===== src/rtl/btn_debounce_pkg.sv =====
// rtl/btn_debounce_pkg.sv - shared types and helpers for the push-button front end
//
// Purpose: channel FSM state encoding, event bit positions inside the
// per-channel {long,fall,rise} enable field, and a counter width helper.
// Ports: none (package).

package btn_debounce_pkg;

  typedef enum logic [1:0] {
    LOW    = 2'd0,
    CAND_H = 2'd1,
    HIGH   = 2'd2,
    CAND_L = 2'd3
  } btn_state_e;

  localparam int EV_RISE = 0;
  localparam int EV_FALL = 1;
  localparam int EV_LONG = 2;

  // Bits needed to hold any value 0..max_val (at least one bit).
  function automatic int cnt_width(input int max_val);
    return (max_val < 2) ? 1 : $clog2(max_val + 1);
  endfunction

endpackage


===== src/rtl/btn_debounce_ch.sv =====
// rtl/btn_debounce_ch.sv - one button channel: synchroniser, debounce FSM, event pulses
//
// Purpose: synchronises a raw pin, debounces it against a shared ms tick and
// emits registered rise / fall / long-press one-cycle pulses.
// Ports:
//   clk, rst   clock, asynchronous active-high reset
//   pin_i      raw asynchronous button pin
//   tick_i     shared millisecond tick (one cycle wide)
//   level_o    debounced logical level, 1 = pressed
//   rise_o     pulse on debounced press
//   fall_o     pulse on debounced release
//   long_o     pulse once when a press has been held LONGPRESS_MS ticks

module btn_debounce_ch
  import btn_debounce_pkg::*;
#(
  parameter int DEBOUNCE_MS  = 10,
  parameter int LONGPRESS_MS = 1000,
  parameter int SYNC_STAGES  = 2,
  parameter bit ACTIVE_LOW   = 1'b0
) (
  input  logic clk,
  input  logic rst,
  input  logic pin_i,
  input  logic tick_i,
  output logic level_o,
  output logic rise_o,
  output logic fall_o,
  output logic long_o
);

  localparam int DB_W   = cnt_width(DEBOUNCE_MS);
  localparam int HOLD_W = cnt_width(LONGPRESS_MS);

  // Synchroniser resets to the idle pin level so the logical value starts at 0.
  logic [SYNC_STAGES-1:0] sync_q;
  logic                   s;

  always_ff @(posedge clk or posedge rst) begin
    if (rst) begin
      sync_q <= {SYNC_STAGES{ACTIVE_LOW}};
    end else begin
      sync_q <= {sync_q[SYNC_STAGES-2:0], pin_i};
    end
  end

  assign s = sync_q[SYNC_STAGES-1] ^ ACTIVE_LOW;

  btn_state_e        state_q, state_d;
  logic [DB_W-1:0]   db_cnt_q, db_cnt_d, db_inc;
  logic [HOLD_W-1:0] hold_cnt_q, hold_cnt_d, hold_inc;
  logic              level_q, level_d;
  logic              rise_q, rise_d;
  logic              fall_q, fall_d;
  logic              long_q, long_d;

  assign db_inc   = db_cnt_q + 1'b1;
  assign hold_inc = hold_cnt_q + 1'b1;

  always_ff @(posedge clk or posedge rst) begin
    if (rst) begin
      state_q    <= LOW;
      db_cnt_q   <= '0;
      hold_cnt_q <= '0;
      level_q    <= 1'b0;
      rise_q     <= 1'b0;
      fall_q     <= 1'b0;
      long_q     <= 1'b0;
    end else begin
      state_q    <= state_d;
      db_cnt_q   <= db_cnt_d;
      hold_cnt_q <= hold_cnt_d;
      level_q    <= level_d;
      rise_q     <= rise_d;
      fall_q     <= fall_d;
      long_q     <= long_d;
    end
  end

  // A change of s is tested before the tick, so a tick arriving together
  // with the move into a candidate state is never counted.
  always_comb begin
    state_d    = state_q;
    db_cnt_d   = db_cnt_q;
    hold_cnt_d = hold_cnt_q;
    level_d    = level_q;
    rise_d     = 1'b0;
    fall_d     = 1'b0;
    long_d     = 1'b0;
    unique case (state_q)
      LOW: begin
        if (s) begin
          state_d  = CAND_H;
          db_cnt_d = '0;
        end
      end
      CAND_H: begin
        if (!s) begin
          state_d = LOW;
        end else if (tick_i) begin
          if (db_inc == DB_W'(DEBOUNCE_MS)) begin
            state_d    = HIGH;
            hold_cnt_d = '0;
            level_d    = 1'b1;
            rise_d     = 1'b1;
          end else begin
            db_cnt_d = db_inc;
          end
        end
      end
      HIGH: begin
        if (!s) begin
          state_d  = CAND_L;
          db_cnt_d = '0;
        end else if (tick_i && (hold_cnt_q != HOLD_W'(LONGPRESS_MS))) begin
          // Saturating at LONGPRESS_MS keeps the long event to one per press.
          hold_cnt_d = hold_inc;
          long_d     = (hold_inc == HOLD_W'(LONGPRESS_MS));
        end
      end
      CAND_L: begin
        // hold_cnt is left untouched so a release bounce resumes the press.
        if (s) begin
          state_d = HIGH;
        end else if (tick_i) begin
          if (db_inc == DB_W'(DEBOUNCE_MS)) begin
            state_d = LOW;
            level_d = 1'b0;
            fall_d  = 1'b1;
          end else begin
            db_cnt_d = db_inc;
          end
        end
      end
      default: state_d = LOW;
    endcase
  end

  assign level_o = level_q;
  assign rise_o  = rise_q;
  assign fall_o  = fall_q;
  assign long_o  = long_q;

endmodule


===== src/rtl/btn_debounce_irq.sv =====
// rtl/btn_debounce_irq.sv - N-channel debounced buttons with maskable pending interrupt
//
// Purpose: shared ms prescaler, NUM_CH debounce channels, per-channel pending
// flags set by enabled events, and a single interrupt line.
// Ports:
//   clk, rst     clock, asynchronous active-high reset
//   btn_i        raw button pins
//   btn_o        debounced levels, 1 = pressed
//   rise_o       press pulses
//   fall_o       release pulses
//   long_o       long-press pulses
//   irq_en_i     per channel {long,fall,rise} enables at [3i+2:3i]
//   irq_clr_i    write-1-to-clear pending
//   irq_pend_o   pending flags
//   irq_o        OR of pending flags

module btn_debounce_irq
  import btn_debounce_pkg::*;
#(
  parameter int NUM_CH       = 4,
  parameter int CLK_FREQ_HZ  = 25000000,
  parameter int DEBOUNCE_MS  = 10,
  parameter int LONGPRESS_MS = 1000,
  parameter int SYNC_STAGES  = 2,
  parameter bit ACTIVE_LOW   = 1'b0
) (
  input  logic                  clk,
  input  logic                  rst,
  input  logic [NUM_CH-1:0]     btn_i,
  output logic [NUM_CH-1:0]     btn_o,
  output logic [NUM_CH-1:0]     rise_o,
  output logic [NUM_CH-1:0]     fall_o,
  output logic [NUM_CH-1:0]     long_o,
  input  logic [3*NUM_CH-1:0]   irq_en_i,
  input  logic [NUM_CH-1:0]     irq_clr_i,
  output logic [NUM_CH-1:0]     irq_pend_o,
  output logic                  irq_o
);

  localparam int TICK_DIV = CLK_FREQ_HZ / 1000;
  localparam int PRE_W    = cnt_width(TICK_DIV - 1);

  logic [PRE_W-1:0] pre_q, pre_d;
  logic             tick;

  assign tick  = (pre_q == PRE_W'(TICK_DIV - 1));
  assign pre_d = tick ? '0 : pre_q + 1'b1;

  always_ff @(posedge clk or posedge rst) begin
    if (rst) begin
      pre_q <= '0;
    end else begin
      pre_q <= pre_d;
    end
  end

  for (genvar g = 0; g < NUM_CH; g++) begin : g_ch
    btn_debounce_ch #(
      .DEBOUNCE_MS (DEBOUNCE_MS),
      .LONGPRESS_MS(LONGPRESS_MS),
      .SYNC_STAGES (SYNC_STAGES),
      .ACTIVE_LOW  (ACTIVE_LOW)
    ) u_ch (
      .clk    (clk),
      .rst    (rst),
      .pin_i  (btn_i[g]),
      .tick_i (tick),
      .level_o(btn_o[g]),
      .rise_o (rise_o[g]),
      .fall_o (fall_o[g]),
      .long_o (long_o[g])
    );
  end

  logic [NUM_CH-1:0] ev_hit;
  logic [NUM_CH-1:0] pend_q, pend_d;

  // Set has priority over clear; masking an event later leaves pend alone.
  always_comb begin
    ev_hit = '0;
    for (int i = 0; i < NUM_CH; i++) begin
      ev_hit[i] = (rise_o[i] & irq_en_i[3*i+EV_RISE]) |
                  (fall_o[i] & irq_en_i[3*i+EV_FALL]) |
                  (long_o[i] & irq_en_i[3*i+EV_LONG]);
    end
    pend_d = ev_hit | (pend_q & ~irq_clr_i);
  end

  always_ff @(posedge clk or posedge rst) begin
    if (rst) begin
      pend_q <= '0;
    end else begin
      pend_q <= pend_d;
    end
  end

  assign irq_pend_o = pend_q;
  assign irq_o      = |pend_q;

endmodule


===== config.mk =====
export PLATFORM = sky130hd
export DESIGN_NAME = btn_debounce_irq
export DESIGN_NICKNAME = d
export VERILOG_FILES = /design/src/rtl/btn_debounce_pkg.sv /design/src/rtl/btn_debounce_ch.sv /design/src/rtl/btn_debounce_irq.sv
export SDC_FILE = /design/constraint.sdc
export NUM_CORES = 1
export LEC_CHECK = 0
export BUFFER_PORTS_ARGS = -buffer_cell sky130_fd_sc_hd__buf_2
export CORE_MARGIN = 3
export CORE_UTILIZATION = 65
export CTS_CLUSTER_SIZE = 25
export DETAILED_ROUTE_END_ITERATION = 7
export PLACE_DENSITY = 0.89
export SYNTH_ARGS = -nofsm -noshare
export SYNTH_HDL_FRONTEND = slang
export SYNTH_SLANG_ARGS = --single-unit

===== constraint.sdc =====
create_clock -name clk -period 7.4 [get_ports clk]
set_clock_uncertainty 0.1 [all_clocks]
set_input_delay 0.74 -clock clk [delete_from_list [all_inputs] [get_ports clk]]
set_output_delay 0.74 -clock clk [all_outputs]
set_load 0.05 [all_outputs]

==> results of run 1 <==
critical path: cells and delay by family, from the launching register on:
| kind | cells | cell delay [ps] |
|---|---|---|
| simple gates | 5 | 1870 |
| fa+ha+maj | 1 | 230 |
| flops | 1 | 390 |
layer usage:
metal	vias to the layer above	GRT usage (%)	share of wire, %
met5	-	0	0
met4	0	8.38	1.7
met3	24	5.54	4.9
met2	133	40.3	51
met1	2313	29.3	42
li1	2256	-	-
cells by family (layout without fill, tap and decap cells):
kind of cell	count (synthesis)	in the layout	synth area share (%)
buf+inv	63	87	5.13
simple gates	243	243	22.3
fa+ha+maj	21	21	4.47
xor+xnor	35	35	5.21
flops	107	107	45.5
compound gates	137	137	15.0
mux	13	13	2.38
metrics by stage:
step / hold slack, ps / setup WS [ps]
after floorplan: 231 / 3740
after global placement: 232 / 4880
after detailed placement: 236 / 4770
after CTS: 259 / 4740
after global routing: 264 / 4530
final: 257 / 4720
power by group through the flow:
stage	logic, mW	clock network [mW]	registers, mW
global route	0.0287	0.428	0.593
finish	0.0252	0.397	0.592
detailed placement	0.0260	0	0.604
global placement	0.0250	0	0.604
CTS	0.0262	0.406	0.592
floorplan	0.0177	0	0.601
layout by cell type (no fill, tap or decap), types with 6 or more instances in the layout:
cell / count
nand2_1: 51
nand2b_1: 8
nand3_1: 34
nor4_1: 6
o21ai_0: 38
clkbuf_8: 10
nor3_1: 13
o22ai_1: 6
dfrtp_1: 107
buf_2: 42
ha_1: 21
and2_1: 7
xnor2_1: 15
inv_1: 26
a31oi_1: 12
or3_1: 6
a21oi_1: 31
mux2_2: 8
nand4_1: 12
nor2_1: 52
xor2_1: 20
and3_1: 16
layout make-up:
type,instances,area [µm²],area share (%)
flip-flops and latches,107,2680,42.7
inverters,27,104,1.66
clock inverters,6,88.8,1.42
repair buffers,44,225,3.59
multi-input cells,449,2900,46.3
clock buffers,10,138,2.19
well taps,108,135,2.15
worst max path at each step:
stage	end	slack, ps	start	depth (start not counted)
after CTS	g_ch[2].u_ch.long_o$_DFF_PP0_	4740	pre_q[0]$_DFF_PP0_	6
after global placement	g_ch[2].u_ch.long_o$_DFF_PP0_	4880	pre_q[3]$_DFF_PP0_	5
after floorplan	asynchronous set/reset pin	3740	rst	1
after detailed placement	g_ch[2].u_ch.long_o$_DFF_PP0_	4770	pre_q[0]$_DFF_PP0_	6
final	g_ch[2].u_ch.long_o$_DFF_PP0_	4720	pre_q[0]$_DFF_PP0_	6
after global routing	g_ch[1].u_ch.hold_cnt_q[8]$_DFFE_PP0P_	4530	g_ch[1].u_ch.hold_cnt_q[0]$_DFFE_PP0P_	8
flip-flops by register name, indices dropped and copies added (netlist names), named ones only:
register / cells
g_ch.u_ch.hold_cnt_q: 40
g_ch.u_ch.db_cnt_q: 16
pre_q: 15
g_ch.u_ch.sync_q: 8
g_ch.u_ch.fall_o: 4
g_ch.u_ch.level_o: 4
g_ch.u_ch.long_o: 4
g_ch.u_ch.rise_o: 4
g_ch.u_ch.state_q: 4
irq_pend_o: 4
==> summary.txt, run 1 <==
Global routing
  • Initial antenna violation count: 0
  • Vias in the first global route: roughly 4500
  • Global route total overflow: 0
  • Largest net degree at the start of global routing: between 70 and 80
  • First-pass GRT wire length: just under 20000 µm
  • Gr usage total: 23.6%

Timing
  • Post-Route Setup TNS: 0 ps
  • Worst rel slew slack: 40.7%
  • Unrepaired setup endpoints after global routing: false
  • Pin slew with the least headroom to its limit: 890 ps
  • Period utilization: about 36%
  • Slew Limit Fails: 0
  • Final number of setup-violating endpoints: 0
  • Fmax: 0.373 GHz
  • Fin. Hold Viols: 0
  • Fin crit period: 2680 ps

Pwr
  • Combinational share of power: 2.5%
  • Pwr/cell area: 162 mW/mm²
  • Seq pwr share: roughly three fifths
  • Power share of the clock group: 39.1%
  • Total power: about 1.0 mW
  • Net Sw Frac: 21.7%
  • P_int: 0.795 mW
  • IR drop worst, VDD: 0.101 mV
  • Sw Pwr: between 0.2 and 0.25 mW
  • Pleak: 2.84 nW

Critical path
  • Critical Path Source Type: register
  • Crit path kind: register to register
  • Worst EP required: 7600 ps
  • Crit-path max cell delay: 540 ps
  • Critical path data arrival time: 2880 ps
  • Reg2Reg Depth: 6
  • Critical Path Slowest Stage Cell: or4_1
  • R2R setup slack: approximately 4700 ps
  • Worst Setup End Kind: register
  • R2r startpoint: pre_q[0]$_DFF_PP0_
  • Crit Reg-Reg Endpoint: g_ch[2].u_ch.long_o$_DFF_PP0_
  • CP Max Fanout: 26
  • CP cell instances: ha_1 > nand3_1 > nand4b_4 > or3_4 > or4_1 > nor3_2

Route
  • 1st-pass router iterations: 7
  • Antenna-violating nets left: 0
  • Vias per cell: 6.29
  • Wire length per cell: 15.6 µm
  • DRT iter0 DRCs: between 300 and 400
  • Via count: 4726
  • Drt total wl: about 12000 µm
  • Post-route DRC: 0

Placement
  • Inst Count DP: between 700 and 800
  • Placed Area: 0.00604 mm²
  • Post-DP HPWL: just over 8000 µm
  • IO Port Bufs: 42
  • Global placer's final weighted congestion: between 0.8 and 0.9

Clocking
  • CTS sink cnt: ~110
  • H-tree depth: 3
  • Worst-skew pair later-pin latency: 370 ps
  • Clk root buf: clkbuf_8
  • Post-CTS Setup Bufs: 0
  • Max clock buf depth: 2
  • Post-CTS sizing: 0
  • Post-CTS Hold Buffers: 0
  • Worst-path clk slew: 100 ps
  • CTS tree: done
  • Cts bufs inserted: 9

Floorplanning
  • Ports: 43
  • Core area: around 0.009 mm²
  • Row count: 34
  • Die Width: 101 µm
  • Die area: between 0.01 and 0.015 mm²
  • Initial core utilization: 67.1%
  • DIE HEIGHT: 101 µm

Yosys
  • Sequential fraction of the synthesis area: between 40% and 50%
  • Mapped cell area: 0.00588 mm²
  • Synth unique cells: 64
  • Ys flop type: dfrtp_1
  • Ranking of synthesized cells by area: dfrtp_1 46%, ha_1 4.5%, nor2_1 3.3%
  • Top cells by count, synth: 107 x dfrtp_1, 52 x nor2_1, 51 x nand2_1, 38 x o21ai_0, 34 x nand3_1
  • Number of synthesis warnings: 0
  • Syn nets: between 600 and 700
  • Async SR Flop Fraction: 100%
  • Yosys reg bits: 107
  • Yosys top cell area share: a little under half
  • Synth area leader: dfrtp_1
  • Cell with the most instances after synthesis: dfrtp_1
  • Post-synthesis cell count: about 620
  • Synthesized area per cell: approximately 9.5 µm²
  • Post-synth EDFFs: 0

Run status
  • Status: complete, no violations

Worst hold path
  • Hold WC Path Type: register to register
  • Hold path start: g_ch[1].u_ch.sync_q[0]$_DFF_PP0_
  • Hold Path Sink: g_ch[1].u_ch.sync_q[1]$_DFF_PP0_
  • Hold Crit Depth: 0

Finish
  • # diodes: 0
  • Synth-to-layout area growth: 6.62%
  • Post-Layout Cell Count: 751
  • Post-layout util: a little under three quarters
  • Share of cells above drive strength 1: between 10% and 20%
  • Filler cells: 616
  • Post-route cell area: 0.00627 mm²
  • Net total in the final layout: 681

Flow run
  • Maxcap violations: 0
No activity file was read; power rests on OpenSTA's default activity.
==> inputs of run 2 (changes only) <==
Settings changed: CORE_UTILIZATION 65 to 55, PLACE_DENSITY 0.89 to 0.81.
Clock period 7.4 ns to 2.4 ns, I/O delays scaled along.
==> summary.txt, run 2 (synthesized netlist as in run 1, its figures left out) <==
Finish
  • Post-Layout Cell Count: 807
  • Post-route cell area: 0.00664 mm²
  • Largest register FFs: 40
  • Synth-to-layout area growth: 13.0%
  • Largest register by flop count: g_ch.u_ch.hold_cnt_q
  • Area occupied by multi-input gates: about 0.003 mm²
  • # diodes: 0
  • Share of cells above drive strength 1: approximately 16%
  • Largest regs: g_ch.u_ch.hold_cnt_q: 40 flops, g_ch.u_ch.db_cnt_q: 16 flops, pre_q: 15 flops
  • Most common cell after layout, fill and taps aside: dfrtp_1
  • Register area: approximately 0.0027 mm²
  • Filler cells: 839
  • Net total in the final layout: 709
  • Most frequent cells in the layout: 104 x dfrtp_1, 52 x nor2_1, 51 x nand2_1, 42 x buf_2, 37 x o21ai_0

Global routing
  • Global route total overflow: 0
  • Largest net degree at the start of global routing: 46
  • Gr usage total: between 20% and 30%
  • First-pass GRT wire length: between 20000 and 25000 µm
  • Initial antenna violation count: 0
  • Vias in the first global route: 4694

Floorplanning
  • Ports: 43
  • Row count: 37
  • DIE HEIGHT: approximately 110 µm
  • Die Width: 109 µm
  • Die area: 0.0120 mm²
  • Initial core utilization: 56.7%
  • Core area: about 0.010 mm²

Clocking
  • CTS sink cnt: approximately 110
  • Worst-path clk slew: 100 ps
  • Max clock buf depth: 2
  • CTS tree: done
  • Worst-skew pair later-pin latency: 390 ps
  • H-tree depth: 3
  • Cts bufs inserted: 9
  • Clk root buf: clkbuf_8

Critical path
  • CP cell instances: ha_1 > or2_2 > o21ai_0 > a22oi_2 > o211ai_1 > mux2_2 > a22o_1
  • Crit-path max cell delay: 440 ps
  • Reg2Reg Depth: 7
  • R2r startpoint: g_ch[1].u_ch.db_cnt_q[0]$_DFFE_PP0P_
  • Crit Reg-Reg Endpoint: g_ch[1].u_ch.db_cnt_q[2]$_DFFE_PP0P_
  • R2R setup slack: around 80 ps
  • Critical path data arrival time: 2500 ps
  • Worst EP required: 2580 ps
  • Worst Setup End Kind: register
  • Critical Path Source Type: register
  • CP Max Fanout: 6
  • Critical Path Slowest Stage Cell: dfrtp_1
  • Crit path kind: register to register

Route
  • Vias per cell: slightly below 6
  • Via count: between 4000 and 5000
  • Drt total wl: ~12000 µm
  • Antenna-violating nets left: 0
  • 1st-pass router iterations: 5
  • DRT iter0 DRCs: 270
  • Wire length per cell: 14.9 µm
  • Post-route DRC: 0

Pwr
  • Pleak: 2.98 nW
  • Total power: between 3 and 4 mW
  • Pwr/cell area: approximately 500 mW/mm²
  • IR drop worst, VDD: ~0.49 mV

Placement
  • Post-DP HPWL: 8460 µm
  • Inst Count DP: a little under 800
  • Global placer's final weighted congestion: 0.926
  • Worst setup slack after placement: approximately 74 ps
  • Placed Area: 0.00621 mm²
  • IO Port Bufs: 42

Worst hold path
  • Hold Path Sink: g_ch[3].u_ch.sync_q[1]$_DFF_PP0_
  • Hold path start: g_ch[3].u_ch.sync_q[0]$_DFF_PP0_
  • Hold Crit Depth: 0
  • Hold WC Path Type: register to register

Run status
  • Status: complete, no violations

Timing
  • Final number of setup-violating endpoints: 0
  • Fin crit period: roughly 2300 ps
  • Fmax: 0.431 GHz
  • Fin worst setup slack: 79.5 ps
  • Slew Limit Fails: 0
  • Hold Slack: roughly 260 ps
  • Period utilization: 96.7%
  • Worst rel slew slack: 50.5%
  • Pin slew with the least headroom to its limit: 741 ps
  • Fin. Hold Viols: 0

Flow run
  • Maxcap violations: 0
[run 2: changes by cell type in the layout (fill, tap and decap cells not counted), sizes merged]
cell and delta:
inv -1, bufinv +1, buf +15, clkinvlp +1
dlygate4sd3 +13, clkinv -1
[run 2: worst max path at each step]
stage | to | startpoint | cells after the start | slack [ps]
floorplan | g_ch[2].u_ch.long_o$_DFF_PP0_ | pre_q[3]$_DFF_PP0_ | 5 | 220
global placement | g_ch[1].u_ch.long_o$_DFF_PP0_ | g_ch[1].u_ch.hold_cnt_q[0]$_DFFE_PP0P_ | 7 | 150
detailed placement | g_ch[2].u_ch.hold_cnt_q[6]$_DFFE_PP0P_ | pre_q[0]$_DFF_PP0_ | 8 | 70
CTS | g_ch[2].u_ch.hold_cnt_q[6]$_DFFE_PP0P_ | pre_q[0]$_DFF_PP0_ | 8 | 70
global route | g_ch[1].u_ch.long_o$_DFF_PP0_ | g_ch[1].u_ch.hold_cnt_q[0]$_DFFE_PP0P_ | 7 | -30
finish | g_ch[1].u_ch.db_cnt_q[2]$_DFFE_PP0P_ | g_ch[1].u_ch.db_cnt_q[0]$_DFFE_PP0P_ | 7 | 80
[run 2: worst max-delay path, delay by kind of cell (launching register included)]
family	cells	cell delay, ps
mux	1	360
flops	1	440
simple gates	1	310
compound gates	4	750
fa+ha+maj	1	270
[run 2: report_power, final]
part / switching, mW / internal (mW)
Combinational: 0.0608 / 0.0391
Clock: 0.610 / 0.694
Sequential: 0.0138 / 1.81
Total: 0.685 / 2.54
[run 2: what timing repair did]
action / 4_1_cts / 5_1_grt
resized for setup: 0 / 17
buffers inserted: 0 / 1
hold buffers: 13 / 0
setup endpoints to repair: 0 / 19
hold endpoints to repair: 38 / 0
[run 2: cell type report]
type                    instances  area share (%)
clock inverters                 6            1.71
flip-flops and latches        107            40.4
well taps                     136            2.56
repair buffers                 72            7.42
inverters                      27            1.58
multi-input cells             449            44.4
clock buffers                  10            1.92
[run 2: routing by layer]
metal | share of wire (%) | up-vias | GRT usage (%)
met3 | 5.5 | 16 | 5.87
li1 | - | 2307 | -
met2 | 50 | 136 | 36.2
met5 | 0 | - | 0
met1 | 43 | 2319 | 26.4
met4 | 1.2 | 0 | 6.59
[run 2: metrics by stage]
step	TNS [ps]	util, %
final	0	64.1
after floorplan	0	-
after detailed placement	0	59.9
after global placement	0	59.9
after CTS	0	63.5
after global routing	-35.5	64.1
==> inputs of run 3 (changes only) <==
Settings changed: CORE_UTILIZATION 55 to 57, CTS_BUF_LIST set to sky130_fd_sc_hd__clkbuf_2, PLACE_DENSITY 0.81 to 0.89.
==> summary.txt, run 3 (synthesized netlist as in run 1, its figures left out) <==
Run status
  • Status: complete, no violations

Route
  • Post-route DRC: 0
  • Antenna-violating nets left: 0
  • Via count: 4809
  • Drt total wl: 11700 µm
  • 1st-pass router iterations: 5
  • Wire length per cell: 14.5 µm
  • DRT iter0 DRCs: 354
  • Vias per cell: around 6

Pwr
  • Pleak: 2.98 nW
  • Pwr/cell area: 442 mW/mm²
  • IR drop worst, VDD: 0.237 mV

Critical path
  • Delay-heaviest family, CP: simple AND/OR/NAND/NOR gates
  • Crit path kind: register to register
  • Crit-path max cell delay: 490 ps
  • WP buf/inv: 0
  • Worst Setup End Kind: register
  • CP cell instances: ha_1 > or2_2 > o21ai_0 > a22oi_1 > nor3_1 > mux2_2
  • Critical Path Slowest Stage Cell: dfrtp_1
  • Critical Path Source Type: register
  • Worst EP required: about 2800 ps
  • CP Max Fanout: 5
  • Critical path data arrival time: 2690 ps

Timing
  • Slew Limit Fails: 0
  • Period utilization: 95.6%
  • Fin. Hold Viols: 0
  • Pin slew with the least headroom to its limit: between 500 and 600 ps
  • Worst rel slew slack: between 60 and 70%
  • Post-Route Setup TNS: 0 ps
  • Fmax: ~0.44 GHz
  • Unrepaired setup endpoints after global routing: false
  • Fin crit period: 2290 ps
  • Final number of setup-violating endpoints: 0

Floorplanning
  • DIE HEIGHT: 108 µm
  • Initial core utilization: between 50% and 60%
  • Row count: 36
  • Core area: 0.00991 mm²
  • Die area: 0.0116 mm²
  • Ports: 43
  • Die Width: 108 µm

Clocking
  • Cts bufs inserted: 9
  • CTS tree: done
  • Worst-path clk slew: ~290 ps
  • H-tree depth: 3
  • Clk root buf: clkbuf_2
  • CTS sink cnt: 107
  • Worst-skew pair later-pin latency: between 500 and 600 ps
  • Max clock buf depth: 2
  • Post-CTS Setup Bufs: 0

Global routing
  • Largest net degree at the start of global routing: 108
  • Gr usage total: 20.8%
  • Initial antenna violation count: 0
  • Vias in the first global route: between 4000 and 5000
  • Global route total overflow: 0
  • First-pass GRT wire length: between 15000 and 20000 µm

Placement
  • Post-DP HPWL: between 8000 and 9000 µm
  • Inst Count DP: between 700 and 800
  • IO Port Bufs: 42
  • Placed Area: approximately 0.0062 mm²
  • Global placer's final weighted congestion: around 0.93

Finish
  • Post-Layout Cell Count: 807
  • Largest register by flop count: g_ch.u_ch.hold_cnt_q
  • Post-route cell area: 0.00652 mm²
  • Most frequent cells in the layout: 106 x dfrtp_1, 51 x nand2_1, 51 x nor2_1, 42 x buf_2, 38 x o21ai_0
  • Largest regs: g_ch.u_ch.hold_cnt_q: 40 flops, g_ch.u_ch.db_cnt_q: 16 flops, pre_q: 15 flops
  • Synth-to-layout area growth: 10.9%
  • Share of cells above drive strength 1: roughly 16%
  • Largest register FFs: 40
  • # diodes: 0
  • Most common cell after layout, fill and taps aside: dfrtp_1
  • Net total in the final layout: 712

Worst hold path
  • Hold WC Path Type: input pin to register

Flow run
  • Maxcap violations: 0
run 3: worst paths after layout:
check / start / endpoint / slack (ps) / depth (start not counted)
worst min register to register: g_ch[0].u_ch.sync_q[0]$_DFF_PP0_ / g_ch[0].u_ch.sync_q[1]$_DFF_PP0_ / 290 / 0
worst min-delay path: btn_i[2] / g_ch[2].u_ch.sync_q[0]$_DFF_PP0_ / 180 / 2
min in group asynchronous: rst / g_ch[0].u_ch.fall_o$_DFF_PP0_ / 200 / 4
worst max-delay path: g_ch[1].u_ch.db_cnt_q[0]$_DFFE_PP0P_ / register / 110 / 6
max in group asynchronous: rst / g_ch[0].u_ch.hold_cnt_q[4]$_DFFE_PP0P_ / 1530 / 4
worst max register to register: g_ch[1].u_ch.db_cnt_q[0]$_DFFE_PP0P_ / register / 110 / 6
run 3: what timing repair did:
item / 4_1_cts / 5_1_grt
endpoints found under the hold margin: 115 / 0
hold buffers: 13 / 0
setup endpoints to repair: 0 / 10
gates resized for setup: 0 / 7
run 3: metal layers:
metal | routed length [µm] | vias up | GRT usage (%)
li1 | - | 2318 | -
met4 | 171 | 0 | 8.03
met1 | 5290 | 2312 | 26.9
met3 | 592 | 17 | 3.18
met5 | 0 | - | 0
met2 | 5670 | 162 | 35.3
run 3: worst reg2reg max path, cell delays in order (launching register included):
cell     delay (ps)
dfrtp_1         490
ha_1            270
or2_2           310
o21ai_0         130
a22oi_1         180
nor3_1          360
mux2_2          370
run 3: final cells by class:
| cell class | instances | area [µm²] |
|---|---|---|
| flip-flops and latches | 107 | 2680 |
| inverters | 27 | 105 |
| clock inverters | 6 | 95.1 |
| repair buffers | 75 | 503 |
| clock buffers | 10 | 50.0 |
| well taps | 133 | 166 |
| multi-input cells | 449 | 2920 |
| fillers | 765 | 3390 |
run 3: through the flow:
| stage | setup slack (ps) | power [mW] | hold slack, ps | util [%] |
|---|---|---|---|---|
| finish | 105 | 2.88 | 184 | 65.8 |
| global route | 7.19 | 3.03 | 111 | 65.8 |
| CTS | 82.9 | 2.92 | 128 | 65.6 |
| detailed placement | 118 | 1.94 | 237 | 62.8 |
| global placement | 11.8 | 1.94 | 233 | 62.8 |
| floorplan | 217 | 1.91 | 171 | - |
run 3: report_power, final:
group	switching (mW)	internal (mW)	leakage, nW
logic	0.0561	0.0348	1.44
registers	0.0156	1.82	1.45
clock network	0.595	0.364	0.0875
